==> src/rtl/pipe_skid_buffer.sv <==
// Two-entry valid/ready skid buffer: a main register drives the output, a skid
// register absorbs the beat accepted while downstream stalls.
//
//   state | meaning
//   EMPTY | no entries held
//   BUSY  | main holds the next beat to emit
//   FULL  | main and skid both hold beats; skid is the younger one
module pipe_skid_buffer #(
  parameter int DATA_WIDTH = 32
) (
  input  logic                  clk,
  input  logic                  rst,
  input  logic                  i_flush,
  input  logic                  i_valid,
  output logic                  o_ready,
  input  logic [DATA_WIDTH-1:0] i_data,
  output logic                  o_valid,
  input  logic                  i_ready,
  output logic [DATA_WIDTH-1:0] o_data
);

  typedef enum logic [1:0] {
    EMPTY = 2'd0,
    BUSY  = 2'd1,
    FULL  = 2'd2
  } state_t;

  state_t                state, state_next;
  logic [DATA_WIDTH-1:0] main_q, skid_q;
  logic                  in_fire, out_fire;
  logic                  load_main_in, load_main_skid, load_skid;

  // Handshake outputs come from state flops only, cutting the ready path.
  assign o_valid  = (state != EMPTY);
  assign o_ready  = (state != FULL);
  assign o_data   = main_q;
  assign in_fire  = i_valid & o_ready;
  assign out_fire = o_valid & i_ready;

  always_ff @(posedge clk or negedge rst) begin
    if (!rst) begin
      state <= EMPTY;
    end else begin
      state <= state_next;
    end
  end

  always_comb begin
    state_next     = state;
    load_main_in   = 1'b0;
    load_main_skid = 1'b0;
    load_skid      = 1'b0;
    case (state)
      EMPTY: begin
        if (in_fire) begin
          load_main_in = 1'b1;
          state_next   = BUSY;
        end
      end
      BUSY: begin
        if (in_fire && out_fire) begin
          load_main_in = 1'b1;
        end else if (in_fire) begin
          load_skid  = 1'b1;
          state_next = FULL;
        end else if (out_fire) begin
          state_next = EMPTY;
        end
      end
      FULL: begin
        if (out_fire) begin
          load_main_skid = 1'b1;
          state_next     = BUSY;
        end
      end
      default: state_next = EMPTY;
    endcase
    // Flush wins over any accept; data registers keep stale contents.
    if (i_flush) begin
      state_next     = EMPTY;
      load_main_in   = 1'b0;
      load_main_skid = 1'b0;
      load_skid      = 1'b0;
    end
  end

  always_ff @(posedge clk or negedge rst) begin
    if (!rst) begin
      main_q <= '0;
      skid_q <= '0;
    end else begin
      if (load_main_in) begin
        main_q <= i_data;
      end else if (load_main_skid) begin
        main_q <= skid_q;
      end
      if (load_skid) begin
        skid_q <= i_data;
      end
    end
  end

endmodule

==> config.mk <==
export PLATFORM = sky130hd
export DESIGN_NAME = pipe_skid_buffer
export DESIGN_NICKNAME = d
export VERILOG_FILES = /design/src/rtl/pipe_skid_buffer.sv
export SDC_FILE = /design/constraint.sdc
export NUM_CORES = 1
export LEC_CHECK = 0
export CAP_MARGIN = 10
export CORE_MARGIN = 5
export CORE_UTILIZATION = 49
export CTS_CLUSTER_DIAMETER = 80
export CTS_CLUSTER_SIZE = 12
export DETAILED_ROUTE_END_ITERATION = 8
export PLACE_DENSITY_LB_ADDON = 0.12
export SKIP_LAST_GASP = 1
export SLEW_MARGIN = 20
export SYNTH_ARGS = -nofsm -noshare
export SYNTH_HDL_FRONTEND = slang
export SYNTH_SLANG_ARGS = --single-unit
==> constraint.sdc <==
create_clock -name clk -period 2.13 [get_ports clk]
set_clock_uncertainty 0.15 [all_clocks]
set_input_delay 0.426 -clock clk [delete_from_list [all_inputs] [get_ports clk]]
set_output_delay 0.426 -clock clk [all_outputs]
set_load 0.05 [all_outputs]
== Yosys cells after proc, flatten, opt, wreduce, memory -nomap -nowiden ==
Index checks and enable logic that the tools add are counted.
Storage, ports and cells
  bits in registers: 66
  input bits: 37
  word-level logic and storage cells: 36
Cells by class
  equal/unequal tests: 7
  multiplexer cells: 19
  bitwise gates (word level): 2
  reductions and logical operators: 5
Operator list (number)
  two-way mux 32 bit: 2
  two-way mux 2 bit: 6
  two-way mux 1 bit: 9
  inequality test 3 bit (second input constant): 3
  case mux 2 bit (3 select lines): 1
  inequality test 4 bit (second input constant): 1
  AND reduction 4 bit: 1
  nonzero test 2 bit: 2
  bitwise AND 1 bit: 2
  == test 2 x 1 -> 1 bit (second input constant): 1
  == test 2 bit (second input constant): 1
  logical NOT 2 bit: 1
  inequality test 2 bit (second input constant): 1
  case mux 1 bit (2 select lines): 1
  logical AND 1 bit: 1

== Logic depth before layout (Yosys ltp) ==
Gate-level depths: netlist of run 1.
  depth after elaboration: 7
  gate-level depth with buffers: 5
  depth with buffers taken out: 3

== Least setup slack after synthesis of run 1 ==
No wires, ideal clock.
  path kind: input -> register
  from: in i_ready
  to: reg main_q[0], in the netlist o_data[0]
  setup time: 0.126 ns
  data arrival time: 1.295 ns
  data required time: 1.854 ns
  path slack: 0.559 ns
  stages: 5
  cell sequence: nand2b_1 and2_4 buf_6 buf_6 a221o_1
On the way
  word-level cells in the longest chain between the ends: 6
RTL lines
  from (decl): RTL line 18  | input logic i_ready,
  bitwise AND 1 bit *: RTL line 38  | assign out_fire = o_valid & i_ready;
  logical AND 1 bit: RTL line 61  | if (in_fire && out_fire) begin
  two-way mux 1 bit: RTL line 61
  case mux 1 bit (2 select lines): RTL line 53  | case (state)
  two-way mux 1 bit: RTL line 79  | if (i_flush) begin
  two-way mux 32 bit / nonzero test 2 bit (equally long branches)
  to (signal assigned): RTL line 93  | main_q <= i_data;
  to (signal assigned): RTL line 95  | main_q <= skid_q;
  to (decl): RTL line 29  | logic [DATA_WIDTH-1:0] main_q, skid_q;
Mark *: on every way between the ends. The rest lies on a longest branch, timed or not.
A chain may end at the register's enable or synchronous reset.

== Final worst setup path of run 1 ==
  from: reg main_q[28], in the netlist o_data[28]
  to: out o_data[28]
RTL lines
  to (decl): RTL line 19  | output logic [DATA_WIDTH-1:0] o_data
No word-level cell between the ends.

==> flow_metrics.tcl, run 1 <==
set metrics [dict create \
    outcome "finished, final reports clean" \
    max_cap_violations 0 \
    die-area_sq_um 7640 \
    nets 306 \
    fp-row-count 28 \
    yosys_warnings 0 \
    slew_violations 0 \
    register_area_sq_um 1650 \
    synth.yosys.seq_area_share_pct 56.3 \
    fin_crit_sh_pct 98.2 \
    hpwlAfterDp_um 4030 \
    fin_setup_tns_ns 0 \
    crit_slowest_cell "clkdlybuf4s50_1" \
    avgRoutedWirePerCell_um 18.1 \
    power_density_nw_per_um2 1030 \
    die_w_um 87.4 \
    worst_pin_slew_ns 0.570 \
    clk_path_buf_depth 2 \
    cts.sinks 66 \
    ioPinCount 71 \
    vias 1900 \
    drt_first_pass_iters 4 \
    postRouteAntennaNets 0 \
    holdCritStartpoint "skid_q[1]" \
    routabilityCongestion 0.741 \
    routed_wl_um 6310 \
    synth_nets 226 \
    synth_area_sq_um 2940 \
    vdd_drop_max_v 0.000575 \
    portBuffers 70 \
    grt_pass1_vias 1969 \
    grt-ovfl-total 0 \
    finalPower_uw 4130 \
    final_common_cell "dfrtp_1" \
    crit_path_end_kind "output pin" \
    critical_path_peak_fanout 2 \
    clk_latency_ns 0.34 \
    path_cells "clkdlybuf4s50_1" \
    cts-root-buf "clkbuf_8" \
    fillers 457 \
    period_minus_slack_ns 2.09 \
    startpoint "o_data[28]" \
    track_usage_pct 17.7 \
    mostFrequentLayoutCells "66 x dfrtp_1, 45 x clkdlybuf4s50_1, 32 x and2_2, 32 x a221o_1, 29 x mux2_4" \
    crit_family "buffers and inverters" \
    cp-start-kind "flop" \
    setup_violations 0 \
    drive_gt1_share_pct 35.8 \
    via_per_inst 5.44 \
    cts_buffers 9 \
    cts_setup_buffers 0 \
    hold_violations 0 \
    clkTransAtPathRegs_ns 0.07 \
    relSlewSlack_pct 62.0 \
    drcViolationCount 0 \
    chipHeight_um 87.4 \
    core_area_sq_um 5890 \
    multiInputGateArea_sq_um 1160 \
    hp-class "reg -> reg" \
    timing.rr.start "state[1]" \
    critPathBufInv 1 \
    areaGrowthSynthToFinish_pct 36.2 \
    ys_types 18 \
    num_antenna_cells 0 \
    setup.worst_path.class "reg -> out" \
    initial_core_util_pct 49.9 \
    arrival_ns 1.52 \
    timing.hold.ws_ns 0.339 \
    grt_max_degree 46 \
    required_ns 1.55 \
    final_area_sq_um 4000 \
    htree_levels 3 \
    cts_tree "yes" \
    grt_pass1_wl_um 10200 \
    drtIter0Drc 109 \
    power_leakage_uw 0.00205 \
    synth-seq-cells 66 \
    syn_avg_cell_area_sq_um 15.5 \
    cpPeakStageDelay_ns 0.81 \
    max_freq_mhz 478 \
    placed_area_sq_um 3720 \
    syn-instance-count 189 \
    rsz0062_at_grt "false" \
    antenna_found_initial 0 \
]
-- metal layers --
layer  vias up  part of all wire (%)  GRT usage, %
met5         -                     0             0
met4         0                   1.9          8.79
met3         9                   6.5          3.78
met2        59                    46          26.4
met1       966                    45          24.3
li1        866                     -             -
-- state kept, by name (all words and copies together) (netlist names) --
name,count
o_data,32
skid_q,32
state,2
-- final timing paths --
| kind | to | slack [ns] | cells after the start |
|---|---|---|---|
| min in group asynchronous | o_data[16] | 0.44 | 3 |
| max in group asynchronous | skid_q[25] | 0.87 | 3 |
| hold reg to reg | skid_q[1] | 0.34 | 1 |
| hold / removal | skid_q[1] | 0.34 | 1 |
| setup reg to reg | skid_q[0] | 0.47 | 4 |
| setup / recovery | o_data[28] | 0.04 | 1 |
-- logic make-up (layout without fill, tap and decap cells) --
kind of cell | after synthesis | count (layout) | synth area share [%]
AOI/OAI and AO/OA | 35 | 35 | 11.7
and+or+nand+nor | 41 | 41 | 11.0
buffers and inverters | 13 | 98 | 4.35
DFF | 66 | 66 | 56.3
muxes | 34 | 34 | 16.7
-- synth_stat cells --
cell type / instances / area, sq um
dfrtp_1: 66 / 1650
a221o_1: 32 / 320
and2_2: 32 / 240
mux2_4: 29 / 435
buf_6: 10 / 113
buf_2: 3 / 15.0
mux2_1: 3 / 33.8
mux2i_1: 2 / 20.0
nand2b_1: 2 / 12.5
o31ai_1: 2 / 15.0
a21oi_2: 1 / 8.76
and2_4: 1 / 8.76
and4bb_4: 1 / 16.3
nand2_2: 1 / 6.26
nor2b_1: 1 / 6.26
nor3b_4: 1 / 18.8
or2_2: 1 / 6.26
or3_2: 1 / 7.51
-- per-stage QoR --
step | setup slack (ns) | utilization [%] | std cells
after global routing | 0.00114 | 67.9 | 349
after floorplan | 0.559 | - | 189
after global placement | 0.00403 | 63.3 | 332
final | 0.0379 | 67.9 | 349
after CTS | 0.000474 | 67.2 | 349
after detailed placement | -0.0268 | 63.3 | 332
-- final cells by class --
type	instances	area share (%)
repair buffers	82	21.7
clock inverters	6	2.25
multi-input cells	110	28.9
well taps	75	2.35
flip-flops and latches	66	41.3
clock buffers	10	3.44
-- power breakdown --
group / leakage (uW) / total (uW) / switching (uW) / internal, uW
clock network: 0.000112 / 1200 / 503 / 693
registers: 0.000814 / 1720 / 162 / 1560
logic: 0.00112 / 1220 / 635 / 582
total: 0.00205 / 4130 / 1300 / 2830
-- what timing repair did --
action                                  in CTS  in global routing
endpoints found under the setup margin       5                 17
hold buffers                                 1                  0
resized for setup                            5                 17
endpoints found under the hold margin       21                  0
Power figures use the tool's default switching activity.
==> run 2, diff against run 1 <==
- CORE_UTILIZATION: 49 -> 45
==> run 2 against run 1 <==
Die area up 7.9%. Final area down 0.25%. Sequential power about the same. Wire length down 1.3%. Final cell count up 0.29%. Sequential share of layout area up 0.10 points. Critical path type unchanged. Non-clock buffer count down 1. Hold slack worse by 0.0027 ns.
==> flow_metrics.tcl, run 2 (synthesized netlist as in run 1, its figures left out) <==
set metrics [dict create \
    hpwlAfterDp_um 4010 \
    critical_path_peak_fanout 2 \
    antenna_found_initial 0 \
    period_minus_slack_ns 2.09 \
    placed_cells 333 \
    cpPeakStageDelay_ns 0.81 \
    max_freq_mhz 479 \
    portBuffers 70 \
    num_antenna_cells 0 \
    hold_violations 0 \
    power_density_nw_per_um2 1000 \
    avgRoutedWirePerCell_um 17.8 \
    postRouteAntennaNets 0 \
    clk_latency_ns 0.34 \
    die-area_sq_um 8240 \
    crit_family "buffers and inverters" \
    mostFrequentLayoutCells "66 x dfrtp_1, 48 x clkdlybuf4s50_1, 32 x and2_2, 32 x a221o_1, 29 x mux2_4" \
    setup_violations 0 \
    crit_path_end_kind "output pin" \
    initial_core_util_pct 46.2 \
    cts_tree "yes" \
    arrival_ns 1.51 \
    grt_pass1_wl_um 10400 \
    grt_pass1_vias 2011 \
    rsz0062_at_grt "false" \
    nets 305 \
    finalPower_uw 3990 \
    grt-ovfl-total 0 \
    cts_buffers 9 \
    cts-root-buf "clkbuf_8" \
    grt_max_degree 33 \
    cts.sinks 66 \
    fp-row-count 29 \
    drcViolationCount 0 \
    clkTransAtPathRegs_ns 0.07 \
    via_per_inst 5.37 \
    routed_wl_um 6230 \
    routabilityCongestion 0.705 \
    drive_gt1_share_pct 35.5 \
    cp-start-kind "flop" \
    vdd_drop_max_v 0.000666 \
    required_ns 1.55 \
    die_w_um 90.8 \
    chipHeight_um 90.8 \
    slew_violations 0 \
    path_cells "clkdlybuf4s50_1" \
    layout.cells.non_filler 350 \
    vias 1880 \
    hp-class "reg -> reg" \
    clk_path_buf_depth 2 \
    setup.worst_path.class "reg -> out" \
    final_common_cell "dfrtp_1" \
    drt_first_pass_iters 4 \
    critPathBufInv 1 \
    ioPinCount 71 \
    crit_slowest_cell "clkdlybuf4s50_1" \
    areaGrowthSynthToFinish_pct 35.9 \
    relSlewSlack_pct 64.9 \
    max_cap_violations 0 \
    power_leakage_uw 0.00201 \
    final_area_sq_um 3990 \
    placed_area_sq_um 3740 \
    fin_setup_tns_ns 0 \
    worst_pin_slew_ns 0.526 \
    outcome "finished, final reports clean" \
    drtIter0Drc 83 \
    htree_levels 3 \
    fillers 500 \
    core_area_sq_um 6350 \
    track_usage_pct 15.7 \
    fin_crit_sh_pct 98.1 \
]
[run 2: where the power goes]
group          leakage, uW  switching [uW]  total [uW]  internal, uW
clock network    0.0000998             511        1060           548
registers         0.000814             161        1720          1560
logic              0.00110             632        1220           584
[run 2: stage by stage]
| stage | utilization [%] | hold WS (ns) | setup slack, ns |
|---|---|---|---|
| global route | 62.8 | 0.360 | 0.00301 |
| finish | 62.8 | 0.336 | 0.0408 |
| global placement | 59.0 | 0.249 | -0.00427 |
| detailed placement | 59.0 | 0.258 | -0.0313 |
| CTS | 62.2 | 0.340 | 0.00152 |
| floorplan | - | -0.0196 | 0.559 |
[run 2: final cells by class]
type                       instances  area [sq um]  share of cell area, %
sequential                        66          1650                   41.4
multi-input combinational        110          1160                   29.0
timing repair buffer              81           883                   22.1
clock buffer                       9           124                   3.11
tap                               77          96.3                   2.42
clock inverter                     7          77.6                   1.94
[run 2: final timing paths]
path	startpoint	end	slack, ns	cells after the start
worst max-delay path	o_data[9]	o_data[9]	0.04	1
worst min-delay path	skid_q[1]	skid_q[1]	0.34	1
worst max register to register	state[1]	skid_q[1]	0.48	4
worst min register to register	skid_q[1]	skid_q[1]	0.34	1
max in group asynchronous	rst	o_data[7]	0.73	3
min in group asynchronous	rst	o_data[14]	0.41	2
[run 2: per-layer routing]
metal | up-vias | wire, um | GRT usage (%)
li1 | 862 | - | -
met3 | 6 | 372 | 5.83
met1 | 961 | 2970 | 20.9
met4 | 0 | 50 | 4.09
met2 | 51 | 2830 | 24.3
met5 | - | 0 | 0
[run 2: what timing repair did]
item | in CTS | in global routing
hold buffers | 1 | 0
hold endpoints to repair | 17 | 0
buffers inserted | 0 | 0
resized for setup | 4 | 15
setup endpoints to repair | 4 | 15
